## config.mk

```make
export PLATFORM = sky130hd
export DESIGN_NAME = lpif_txrx_half_pack_ctrl_flat
export DESIGN_NICKNAME = d
export VERILOG_FILES = /design/src/rtl/lpif_txrx_half_pack_ctrl_pkg.sv /design/src/rtl/lpif_txrx_half_pack_ctrl_if.sv /design/src/rtl/lpif_txrx_half_pack_ctrl_flush_timer.sv /design/src/rtl/lpif_txrx_half_pack_ctrl.sv /design/src/flat_wrapper.sv
export SDC_FILE = /design/constraint.sdc
export NUM_CORES = 1
export LEC_CHECK = 0
export ABC_AREA = 1
export BUFFER_PORTS_ARGS = -buffer_cell sky130_fd_sc_hd__buf_2
export CAP_MARGIN = 10
export CORE_MARGIN = 4
export CORE_UTILIZATION = 30
export CTS_CLUSTER_DIAMETER = 30
export DETAILED_ROUTE_END_ITERATION = 6
export SYNTH_ARGS = -nofsm -noshare
export SYNTH_HDL_FRONTEND = slang
export SYNTH_SLANG_ARGS = --single-unit
```

## constraint.sdc

```tcl
create_clock -name clk_wr -period 1.45 [get_ports clk_wr]
set_input_delay 0.2175 -clock clk_wr [delete_from_list [all_inputs] [get_ports clk_wr]]
set_output_delay 0.2175 -clock clk_wr [all_outputs]
set_load 0.02 [all_outputs]
```

## src/rtl/lpif_txrx_half_pack_ctrl_pkg.sv

```systemverilog
// Shared definitions for the half-rate LPIF pack/unpack controllers:
// beat layout, packer states and the pad beat.
package lpif_half_pkg;

    localparam int BEAT_W        = 42;
    localparam int STATE_LSB     = 0;
    localparam int STATE_W       = 4;
    localparam int PROTID_LSB    = 4;
    localparam int PROTID_W      = 2;
    localparam int DATA_LSB      = 6;
    localparam int DATA_W        = 32;
    localparam int DVALID_BIT    = 38;
    localparam int CRC_BIT       = 39;
    localparam int CRC_VALID_BIT = 40;
    localparam int VALID_BIT     = 41;

    typedef enum logic [1:0] {
        EMPTY,
        HALF,
        FULL
    } pack_state_e;

    // Valid bit is 0, so the receiver discards a padded upper half.
    localparam logic [BEAT_W-1:0] PAD_BEAT = '0;

    function automatic logic [15:0] sat_inc16(input logic [15:0] v);
        return (v == 16'hFFFF) ? v : v + 16'd1;
    endfunction

endpackage

```

## src/rtl/lpif_txrx_half_pack_ctrl_if.sv

```systemverilog
// Beat-in / TX FIFO-out bundle of the half-rate packer. master = upstream
// source and FIFO side, slave = the packing controller.
interface lpif_txrx_half_pack_ctrl_if #(
    parameter int BEAT_W = lpif_half_pkg::BEAT_W
);
    logic                  m_gen2_mode;
    logic [BEAT_W-1:0]     beat_in_data;
    logic                  beat_in_valid;
    logic                  beat_in_ready;
    logic                  flush_req;
    logic                  txfifo_full;
    logic                  txfifo_push;
    logic [2*BEAT_W-1:0]   txfifo_upstream_data;
    logic [15:0]           pad_cnt;

    modport master (
        output m_gen2_mode, beat_in_data, beat_in_valid, flush_req, txfifo_full,
        input  beat_in_ready, txfifo_push, txfifo_upstream_data, pad_cnt
    );

    modport slave (
        input  m_gen2_mode, beat_in_data, beat_in_valid, flush_req, txfifo_full,
        output beat_in_ready, txfifo_push, txfifo_upstream_data, pad_cnt
    );
endinterface

```

## src/rtl/lpif_txrx_half_pack_ctrl_flush_timer.sv

```systemverilog
// Idle-cycle counter shared by the pack and unpack controllers; tc_o flags
// the last idle cycle before a lone beat must be flushed.
module lpif_half_flush_timer #(
    parameter int unsigned TC = 8
) (
    input  logic clk_i,
    input  logic rst_i,
    input  logic clr_i,
    input  logic inc_i,
    output logic tc_o
);
    logic [7:0] cnt_q;
    logic [7:0] cnt_d;

    always_comb begin
        cnt_d = cnt_q;
        if (clr_i) begin
            cnt_d = '0;
        end else if (inc_i) begin
            cnt_d = cnt_q + 8'd1;
        end
    end

    always_ff @(posedge clk_i) begin
        if (rst_i) begin
            cnt_q <= '0;
        end else begin
            cnt_q <= cnt_d;
        end
    end

    assign tc_o = (cnt_q == 8'(TC - 1));
endmodule

```

## src/rtl/lpif_txrx_half_pack_ctrl.sv

```systemverilog
// Upstream packer: pairs two LPIF beats into one TX FIFO word (gen2) or pads
// single beats (gen1 / idle timeout / flush), with FIFO backpressure.
module lpif_txrx_half_pack_ctrl #(
    parameter int          BEAT_W       = lpif_half_pkg::BEAT_W,
    parameter int unsigned FLUSH_CYCLES = 8
) (
    input  logic                       clk_wr,
    input  logic                       rst_wr,
    lpif_txrx_half_pack_ctrl_if.slave  bus
);
    import lpif_half_pkg::*;

    pack_state_e        state_q, state_d;
    logic [BEAT_W-1:0]  lo_q, lo_d;
    logic [BEAT_W-1:0]  hi_q, hi_d;
    logic [15:0]        pad_cnt_q, pad_cnt_d;

    logic ready;
    logic push;
    logic accept;
    logic pad_inc;
    logic tmr_clr;
    logic tmr_inc;
    logic tmr_tc;

    lpif_half_flush_timer #(
        .TC (FLUSH_CYCLES)
    ) u_flush_timer (
        .clk_i (clk_wr),
        .rst_i (rst_wr),
        .clr_i (tmr_clr),
        .inc_i (tmr_inc),
        .tc_o  (tmr_tc)
    );

    always_comb begin
        state_d = state_q;
        lo_d    = lo_q;
        hi_d    = hi_q;
        pad_inc = 1'b0;
        tmr_clr = 1'b1;
        tmr_inc = 1'b0;
        ready   = !rst_wr && ((state_q != FULL) || !bus.txfifo_full);
        push    = (state_q == FULL) && !bus.txfifo_full;
        accept  = bus.beat_in_valid && ready;

        unique case (state_q)
            EMPTY: begin
                if (accept) begin
                    lo_d = bus.beat_in_data;
                    if (bus.m_gen2_mode) begin
                        state_d = HALF;
                    end else begin
                        hi_d    = BEAT_W'(PAD_BEAT);
                        state_d = FULL;
                        pad_inc = 1'b1;
                    end
                end
            end
            HALF: begin
                // A beat arriving with flush completes the pair rather than padding.
                if (accept) begin
                    hi_d    = bus.beat_in_data;
                    state_d = FULL;
                end else if (bus.flush_req || tmr_tc || !bus.m_gen2_mode) begin
                    hi_d    = BEAT_W'(PAD_BEAT);
                    state_d = FULL;
                    pad_inc = 1'b1;
                end else begin
                    tmr_clr = 1'b0;
                    tmr_inc = 1'b1;
                end
            end
            FULL: begin
                if (push) begin
                    if (accept) begin
                        lo_d = bus.beat_in_data;
                        if (bus.m_gen2_mode) begin
                            state_d = HALF;
                        end else begin
                            hi_d    = BEAT_W'(PAD_BEAT);
                            pad_inc = 1'b1;
                        end
                    end else begin
                        state_d = EMPTY;
                    end
                end
            end
            default: state_d = EMPTY;
        endcase

        pad_cnt_d = pad_inc ? sat_inc16(pad_cnt_q) : pad_cnt_q;
    end

    always_ff @(posedge clk_wr) begin
        if (rst_wr) begin
            state_q   <= EMPTY;
            lo_q      <= '0;
            hi_q      <= '0;
            pad_cnt_q <= '0;
        end else begin
            state_q   <= state_d;
            lo_q      <= lo_d;
            hi_q      <= hi_d;
            pad_cnt_q <= pad_cnt_d;
        end
    end

    assign bus.beat_in_ready        = ready;
    assign bus.txfifo_push          = push;
    assign bus.txfifo_upstream_data = {hi_q, lo_q};
    assign bus.pad_cnt              = pad_cnt_q;
endmodule

```

## src/flat_wrapper.sv

```systemverilog
// flat-port wrapper written by rule: the top's interface ports become plain ports
module lpif_txrx_half_pack_ctrl_flat import lpif_half_pkg::*;
#(
    parameter int          BEAT_W       = lpif_half_pkg::BEAT_W,
    parameter int unsigned FLUSH_CYCLES = 8
)
  (clk_wr, rst_wr, bus_m_gen2_mode, bus_beat_in_data, bus_beat_in_valid, bus_flush_req, bus_txfifo_full, bus_beat_in_ready, bus_txfifo_push, bus_txfifo_upstream_data, bus_pad_cnt);
  lpif_txrx_half_pack_ctrl_if #(.BEAT_W(BEAT_W)) bus_i ();
  input  logic clk_wr;
  input  logic rst_wr;
  input wire logic [$bits(bus_i.m_gen2_mode)-1:0] bus_m_gen2_mode;
  input wire logic [$bits(bus_i.beat_in_data)-1:0] bus_beat_in_data;
  input wire logic [$bits(bus_i.beat_in_valid)-1:0] bus_beat_in_valid;
  input wire logic [$bits(bus_i.flush_req)-1:0] bus_flush_req;
  input wire logic [$bits(bus_i.txfifo_full)-1:0] bus_txfifo_full;
  output wire logic [$bits(bus_i.beat_in_ready)-1:0] bus_beat_in_ready;
  output wire logic [$bits(bus_i.txfifo_push)-1:0] bus_txfifo_push;
  output wire logic [$bits(bus_i.txfifo_upstream_data)-1:0] bus_txfifo_upstream_data;
  output wire logic [$bits(bus_i.pad_cnt)-1:0] bus_pad_cnt;
  assign bus_i.m_gen2_mode = bus_m_gen2_mode;
  assign bus_i.beat_in_data = bus_beat_in_data;
  assign bus_i.beat_in_valid = bus_beat_in_valid;
  assign bus_i.flush_req = bus_flush_req;
  assign bus_i.txfifo_full = bus_txfifo_full;
  assign bus_beat_in_ready = bus_i.beat_in_ready;
  assign bus_txfifo_push = bus_i.txfifo_push;
  assign bus_txfifo_upstream_data = bus_i.txfifo_upstream_data;
  assign bus_pad_cnt = bus_i.pad_cnt;
  lpif_txrx_half_pack_ctrl #(.BEAT_W(BEAT_W), .FLUSH_CYCLES(FLUSH_CYCLES)) u_core (.clk_wr(clk_wr), .rst_wr(rst_wr), .bus(bus_i));
endmodule
```

# --- Word-level counts from Yosys, hierarchy flattened ---
# Index checks and enable logic that the tools add are counted.
totals:
  mem_bits_ro: 0
  output_inout_bits: 102
  mem_bits_rw: 0
  reg_bits: 110
  latch_bits: 0
  in_bits: 48
  wordCells: 62
  memories: 0
classes:
  n_lt_le_gt_ge: 0
  reduce_logical: 17
  n_eq_ne: 9
  n_mul: 0
  addsub: 2
  n_mux: 28
  bitwise_logic: 1
  div: 0
  shifts: 0
ops:
  columns: ["operator", "n"]
  rows:
  - ["42-bit two-way mux", 7]
  - ["42-bit one-hot mux with 3 select lines", 1]
  - ["42-bit one-hot mux with 2 select lines", 1]
  - ["16-bit by 1-bit adder with 16-bit output (second input constant)", 1]
  - ["16-bit equality test (second input constant)", 1]
  - ["2-bit two-way mux", 7]
  - ["1-bit two-way mux", 10]
  - ["8-bit by 1-bit adder with 8-bit output (second input constant)", 1]
  - ["8-bit by 3-bit equality test with 1-bit output (second input constant)", 1]
  - ["2-bit one-hot mux with 3 select lines", 1]
  - ["2-bit inequality test (second input constant)", 2]
  - ["2-bit AND reduction", 2]
  - ["4-bit AND reduction", 1]
  - ["1-bit logical AND", 3]
  - ["1-bit zero test", 3]
  - ["1-bit logical OR", 3]
  - ["3-bit by 1-bit inequality test with 1-bit output (second input constant)", 1]
  - ["3-bit inequality test (second input constant)", 1]
  - ["1-bit one-hot mux with 3 select lines", 1]
  - ["3-bit AND reduction", 1]
  - ["3-bit nonzero test", 1]
  - ["2-bit by 1-bit equality test with 1-bit output (second input constant)", 1]
  - ["2-bit equality test (second input constant)", 1]
  - ["2-bit zero test", 1]
  - ["4 further kinds", 4]

# --- Longest topological paths before layout ---
depth:
  ltp_word: 8
  depth_mapped: 11
  depth_no_buf: 10

# --- Cells and area by module ---
# From an unflattened synthesis, not the netlist that was laid out.
hier_totals:
  cells_unflattened: 611
  hier_area_um2: 4610.7
modules_own_cells:
  columns: ["module", "area_per_inst_um2", "seq_area_each_um2", "instances", "cells_per_inst"]
  rows:
  - ["lpif_txrx_half_pack_ctrl", 4207.8, 2042.0, 1, 553]
  - ["lpif_half_flush_timer", 402.9, 160.2, 1, 58]

# --- Worst setup path after synthesis ---
# No wires, ideal clock.
synth_timing:
  path_type: "register to register"
  start: "reg u_core.pad_cnt_q[0], in the netlist u_core.bus.pad_cnt[0]"
  end: "reg u_core.pad_cnt_q[2], in the netlist u_core.bus.pad_cnt[2]"
  path_stages_with_launch: 10
  path_buffers: 1
  required_ns: 1.318
  period_less_slack_ns: 1.705
  slack_ns: -0.255
  setup_time_ns: 0.132
  arrival_time_ns: 1.573
  path_cell_list: "dfxtp_1 -> ha_1 -> nand3_2 -> nor2_4 -> nand2_2 -> clkinv_1 -> nand2_4 -> buf_2 -> nand3_1 -> a21oi_1"
synth_via:
  elab_chain_len: 3
  elab_cells_between_ends: 4
  cone_classes: "1 x add/sub; 1 x eq/ne; 1 x bitwise; 1 x reduce/logical"
synth_lines:
  columns: ["item", "line", "rtl"]
  rows:
  - ["from (decl)", "lpif_txrx_half_pack_ctrl.sv:16", "logic [15:0] pad_cnt_q, pad_cnt_d;"]
  - ["from (signal assigned)", "lpif_txrx_half_pack_ctrl.sv:105", "pad_cnt_q <= pad_cnt_d;"]
  - ["branches (longest 3 deep; another with 16-bit by 1-bit adder with 16-bit output)", null, null]
# Parallel ways; which one is timed is not known.
# A chain may end at the register's enable or synchronous reset.

# --- Worst setup path in the final report ---
layout_timing:
  start: "reg u_core.u_flush_timer.cnt_q[0]"
  end: "reg u_core.hi_q[4]"
layout_via:
  elab_chain_len: 5
layout_lines:
  columns: ["item", "line", "rtl"]
  rows:
  - ["from (decl)", "lpif_txrx_half_pack_ctrl_flush_timer.sv:12", "logic [7:0] cnt_q;"]
  - ["from (signal assigned)", "lpif_txrx_half_pack_ctrl_flush_timer.sv:28", "cnt_q <= cnt_d;"]
  - ["8-bit by 3-bit equality test with 1-bit output", "lpif_txrx_half_pack_ctrl_flush_timer.sv:32", "assign tc_o = (cnt_q == 8'(TC - 1));"]
  - ["1-bit logical OR (2 in series)", "lpif_txrx_half_pack_ctrl.sv:65", "end else if (bus.flush_req || tmr_tc || !bus.m_gen2_mode) begin"]
  - ["3-bit by 1-bit inequality test with 1-bit output (no source line)", null, null]
  - ["3-bit AND reduction (no source line)", null, null]
  - ["to (signal assigned)", "lpif_txrx_half_pack_ctrl.sv:104", "hi_q <= hi_d;"]
  - ["to (decl)", "lpif_txrx_half_pack_ctrl.sv:15", "logic [BEAT_W-1:0] hi_q, hi_d;"]
# No other way between the ends.

==> flow_summary.toml <==
[pwr]
leakage_nw = 2.92
share_seq_of_total_power_pct = 45.1
power.net_switching_mw = 1.99
comb_power_share_pct = 15.9
power.share.clock_pct = 38.9
cellInternalPower_mw = 5.16
sw_frac_of_total_pct = 27.8
vdd_drop_max_v = 0.000804
p_total_mw = 7.15
power_density_over_cell_area_mw_per_mm2 = 1090

[critical_path]
critical_path.top_delay_family = "simple AND/OR/NAND/NOR gates"
crit_arrival_ns = 1.73
cpPeakStageDelay_ns = 0.34
crit_chain = "ha_4, nand3_2, nor2_2, nor2_2, nand2_4, nand2_8, buf_12, buf_12, nand2_1, a21oi_2"
critPathMaxFanout = 9
worstSetupPathType = "reg2reg"
worst_setup_path_start_kind = "flop"
cp_data_required_time_ns = 1.74
slowest_stage = "sky130_fd_sc_hd__dfxtp_2"
critical_path.endpoint_type = "flop"
path_buf_inv = 2

[timing]
rsz0062_at_grt = "yes"
period_needed_ns = 1.45
report.final.slew_viol_count = 0
clock_skew_ns = 0.00831
finalSetupViolCount = 0
max_slew.worst_pin.slew_ns = 0.681
max-slew-margin-rel_pct = 54.6
finalHoldWorstSlack_ns = 0.0956
final.period_utilization_pct = 99.7
timing.fmax_mhz = 692
hold_violations = 0

[finish]
finalNonFillerCells = 971
regArea_mm2 = 0.00222
drive_gt1_share_pct = 38.2
diodes = 0
syn2layout_area_growth_pct = 48.0
finish.utilization_pct = 45.3
filler_cell_count = 1443
design.final.nets = 832
area_taken_by_multi_input_logic_gates_mm2 = 0.00216
layout.cell_area.non_filler_mm2 = 0.00655

[placement]
number_of_i_o_port_buffers = 149
dp.final_hpwl_um = 8920
globalplace.congestion = 0.764
place.detailed.instances = 943
placedInstanceArea_mm2 = 0.00578

[synth]
ys_seq_area_share_pct = 49.7
post_synth_num_cell_types = 27
yosys_register_bits = 110
synth.yosys.warnings = 0
synth.top_cell.area_share_pct = 49.7
post_synthesis_cell_area_mm2 = 0.00443
synth.area.top_cells = "sky130_fd_sc_hd__dfxtp_1 50%, sky130_fd_sc_hd__nand2_1 12%, sky130_fd_sc_hd__nor2_1 10%, sky130_fd_sc_hd__a21oi_1 6.9%, sky130_fd_sc_hd__o21ai_0 4.5%"
synth_fp_nets = 641
avg_synthesized_cell_area_um2 = 7.49
ys_async_sr_fraction_pct = 0
synthDominantAreaCellType = "sky130_fd_sc_hd__dfxtp_1"
synth_enable_flop_cells = 0
syn_inst = 591
synth-main-ff-cell = "sky130_fd_sc_hd__dfxtp_1"

[die]
rows = 44
initial_utilization_pct = 30.6
boundaryPins = 150
die_w_um = 130
die_height_um = 130
core_region_area_mm2 = 0.0145
fp.dieArea_mm2 = 0.0168

[min_path]
hold_path_class = "in2reg"

[clock_network]
clock_sink_count = 110
clock-root-buffer = "sky130_fd_sc_hd__clkbuf_16"
insertion_delay_ns = 0.36
cts_tree = "yes"
clk_transition_reported_paths_ns = 0.08
h-tree-depth = 3
clockBufferDepth = 2
cts_hold_repair.buffers = 0
cts_buffers = 9

[drt]
drt_first_iter_violations = 147
drt_drc_violations_left = 0
detailroute.via_count = 4421
postRouteAntennaNets = 0
routed_wl_um = 13400
drtPass1Iterations = 4
detailed_route_wire_length_per_cell_um = 13.8
vias_per_cell = 4.55

[grt]
global_route_wire_length_before_repair_um = 20900
grt_util_all_layers_pct = 15.6
grt_max_degree = 59
first_global_vias = 4215
overall_overflow_remaining_after_global_route = 0
number_of_antenna_violations_at_the_first_check_in_global_routing = 1

[outcome]
result_of_the_run = "finished, final reports clean"

[job]
drv.max_cap_violation_count = 0
-- routing by layer --
layer | GRT usage (%) | wire, um | up-vias
li1 | - | - | 2273
met1 | 19.5 | 5950 | 2012
met2 | 24.9 | 6240 | 121
met3 | 5.94 | 1070 | 13
met4 | 5.26 | 172 | 2
met5 | 0 | 7 | -
-- worst min-delay path: cells and delay by family --
family / cells / cell delay (ns)
simple gates: 2 / 0.12
buf+inv: 1 / 0.09
-- stage by stage --
| step | worst slack, ns | setup TNS (ns) |
|---|---|---|
| after detailed placement | -0.0265 | -0.0555 |
| after global routing | -0.0772 | -2.76 |
| after global placement | -0.0176 | -0.203 |
| final | 0.00405 | 0 |
| after CTS | -0.0178 | -0.300 |
| after floorplan | -0.0141 | -0.129 |
-- kinds of logic after synthesis --
kind of cell,after synthesis,share of synthesized area [%]
and+or+nand+nor,303,28.9
DFF,110,49.7
AOI/OAI and AO/OA,109,12.4
buffers and inverters,55,6.04
xor gates and xnor gates,12,2.37
adders and majority gates,2,0.565
-- worst paths after layout --
kind | from | endpoint | slack (ns) | depth (start not counted)
setup reg to reg | u_core.u_flush_timer.cnt_q[0] | u_core.hi_q[4] | 0.004 | 10
hold / removal | bus_beat_in_data[21] | u_core.lo_q[21] | 0.1 | 3
hold reg to reg | u_core.hi_q[31] | u_core.hi_q[31] | 0.46 | 2
setup / recovery | u_core.u_flush_timer.cnt_q[0] | u_core.hi_q[4] | 0.004 | 10
-- registers in the layout (all words and copies together) (netlist names) --
register	count
u_core.u_flush_timer.cnt_q	8
u_core.bus.pad_cnt	16
u_core.lo_q	42
u_core.state_q	2
u_core.hi_q	42
-- placed cells by master (no fill, tap or decap), types with 2 or more instances in the layout --
| cell type | Yosys | layout |
|---|---|---|
| sky130_fd_sc_hd__nor2_2 | 0 | 9 |
| sky130_fd_sc_hd__dfxtp_2 | 0 | 10 |
| sky130_fd_sc_hd__buf_6 | 6 | 5 |
| sky130_fd_sc_hd__nand2_8 | 0 | 3 |
| sky130_fd_sc_hd__nand3_2 | 3 | 3 |
| sky130_fd_sc_hd__nor2_4 | 2 | 3 |
| sky130_fd_sc_hd__nand2_4 | 4 | 3 |
| sky130_fd_sc_hd__inv_6 | 0 | 3 |
| sky130_fd_sc_hd__nand4_1 | 5 | 5 |
| sky130_fd_sc_hd__dfxtp_1 | 110 | 98 |
| sky130_fd_sc_hd__bufinv_16 | 0 | 2 |
| sky130_fd_sc_hd__buf_4 | 0 | 38 |
| sky130_fd_sc_hd__inv_4 | 0 | 3 |
| sky130_fd_sc_hd__a21oi_1 | 61 | 55 |
| sky130_fd_sc_hd__o21ai_1 | 6 | 8 |
| sky130_fd_sc_hd__nand3_1 | 25 | 22 |
| sky130_fd_sc_hd__buf_2 | 13 | 148 |
| sky130_fd_sc_hd__a21oi_2 | 0 | 6 |
| sky130_fd_sc_hd__inv_2 | 4 | 4 |
| sky130_fd_sc_hd__nand2_2 | 4 | 20 |
| sky130_fd_sc_hd__buf_12 | 0 | 16 |
| sky130_fd_sc_hd__nor2_1 | 118 | 108 |
| sky130_fd_sc_hd__xor2_1 | 7 | 7 |
| sky130_fd_sc_hd__o21ai_0 | 40 | 38 |
| sky130_fd_sc_hd__inv_1 | 19 | 17 |
| sky130_fd_sc_hd__clkbuf_16 | 0 | 12 |
| sky130_fd_sc_hd__nand2_1 | 138 | 120 |
| sky130_fd_sc_hd__nand3_4 | 1 | 4 |
| sky130_fd_sc_hd__ha_4 | 0 | 2 |
| sky130_fd_sc_hd__xnor2_1 | 5 | 5 |
| sky130_fd_sc_hd__dfxtp_4 | 0 | 2 |
-- power by group through the flow --
| stage | sequential (mW) | clock (mW) | combinational (mW) |
|---|---|---|---|
| floorplan | 3.46 | 0 | 0.410 |
| global placement | 3.29 | 0 | 0.997 |
| finish | 3.23 | 2.78 | 1.14 |
| detailed placement | 3.29 | 0 | 1.00 |
| CTS | 3.22 | 2.87 | 1.12 |
| global route | 3.24 | 2.97 | 1.24 |
-- what timing repair did --
| action | CTS | global route |
|---|---|---|
| resized for setup | 15 | 52 |
| gates cloned | 2 | 4 |
| setup endpoints to repair | 42 | 104 |
| buffers inserted | 5 | 3 |
| pin swaps | 5 | 14 |
-- synthesized netlist by cell type, types with 6 or more instances --
cell type and number:
sky130_fd_sc_hd__a21oi_1 61, sky130_fd_sc_hd__inv_1 19, sky130_fd_sc_hd__buf_2 13, sky130_fd_sc_hd__buf_6 6, sky130_fd_sc_hd__clkbuf_1 12, sky130_fd_sc_hd__xor2_1 7, sky130_fd_sc_hd__dfxtp_1 110, sky130_fd_sc_hd__nand3_1 25
sky130_fd_sc_hd__nand2_1 138, sky130_fd_sc_hd__nor2_1 118, sky130_fd_sc_hd__o21ai_1 6, sky130_fd_sc_hd__o21ai_0 40
-- layout make-up --
cell class | count | area share, %
repair buffers | 211 | 23.0
clock inverters | 7 | 1.70
multi-input cells | 426 | 33.0
flip-flops and latches | 110 | 33.9
inverters | 24 | 1.49
clock buffers | 9 | 3.44
well taps | 184 | 3.51
(Power assumes the default switching activity.)
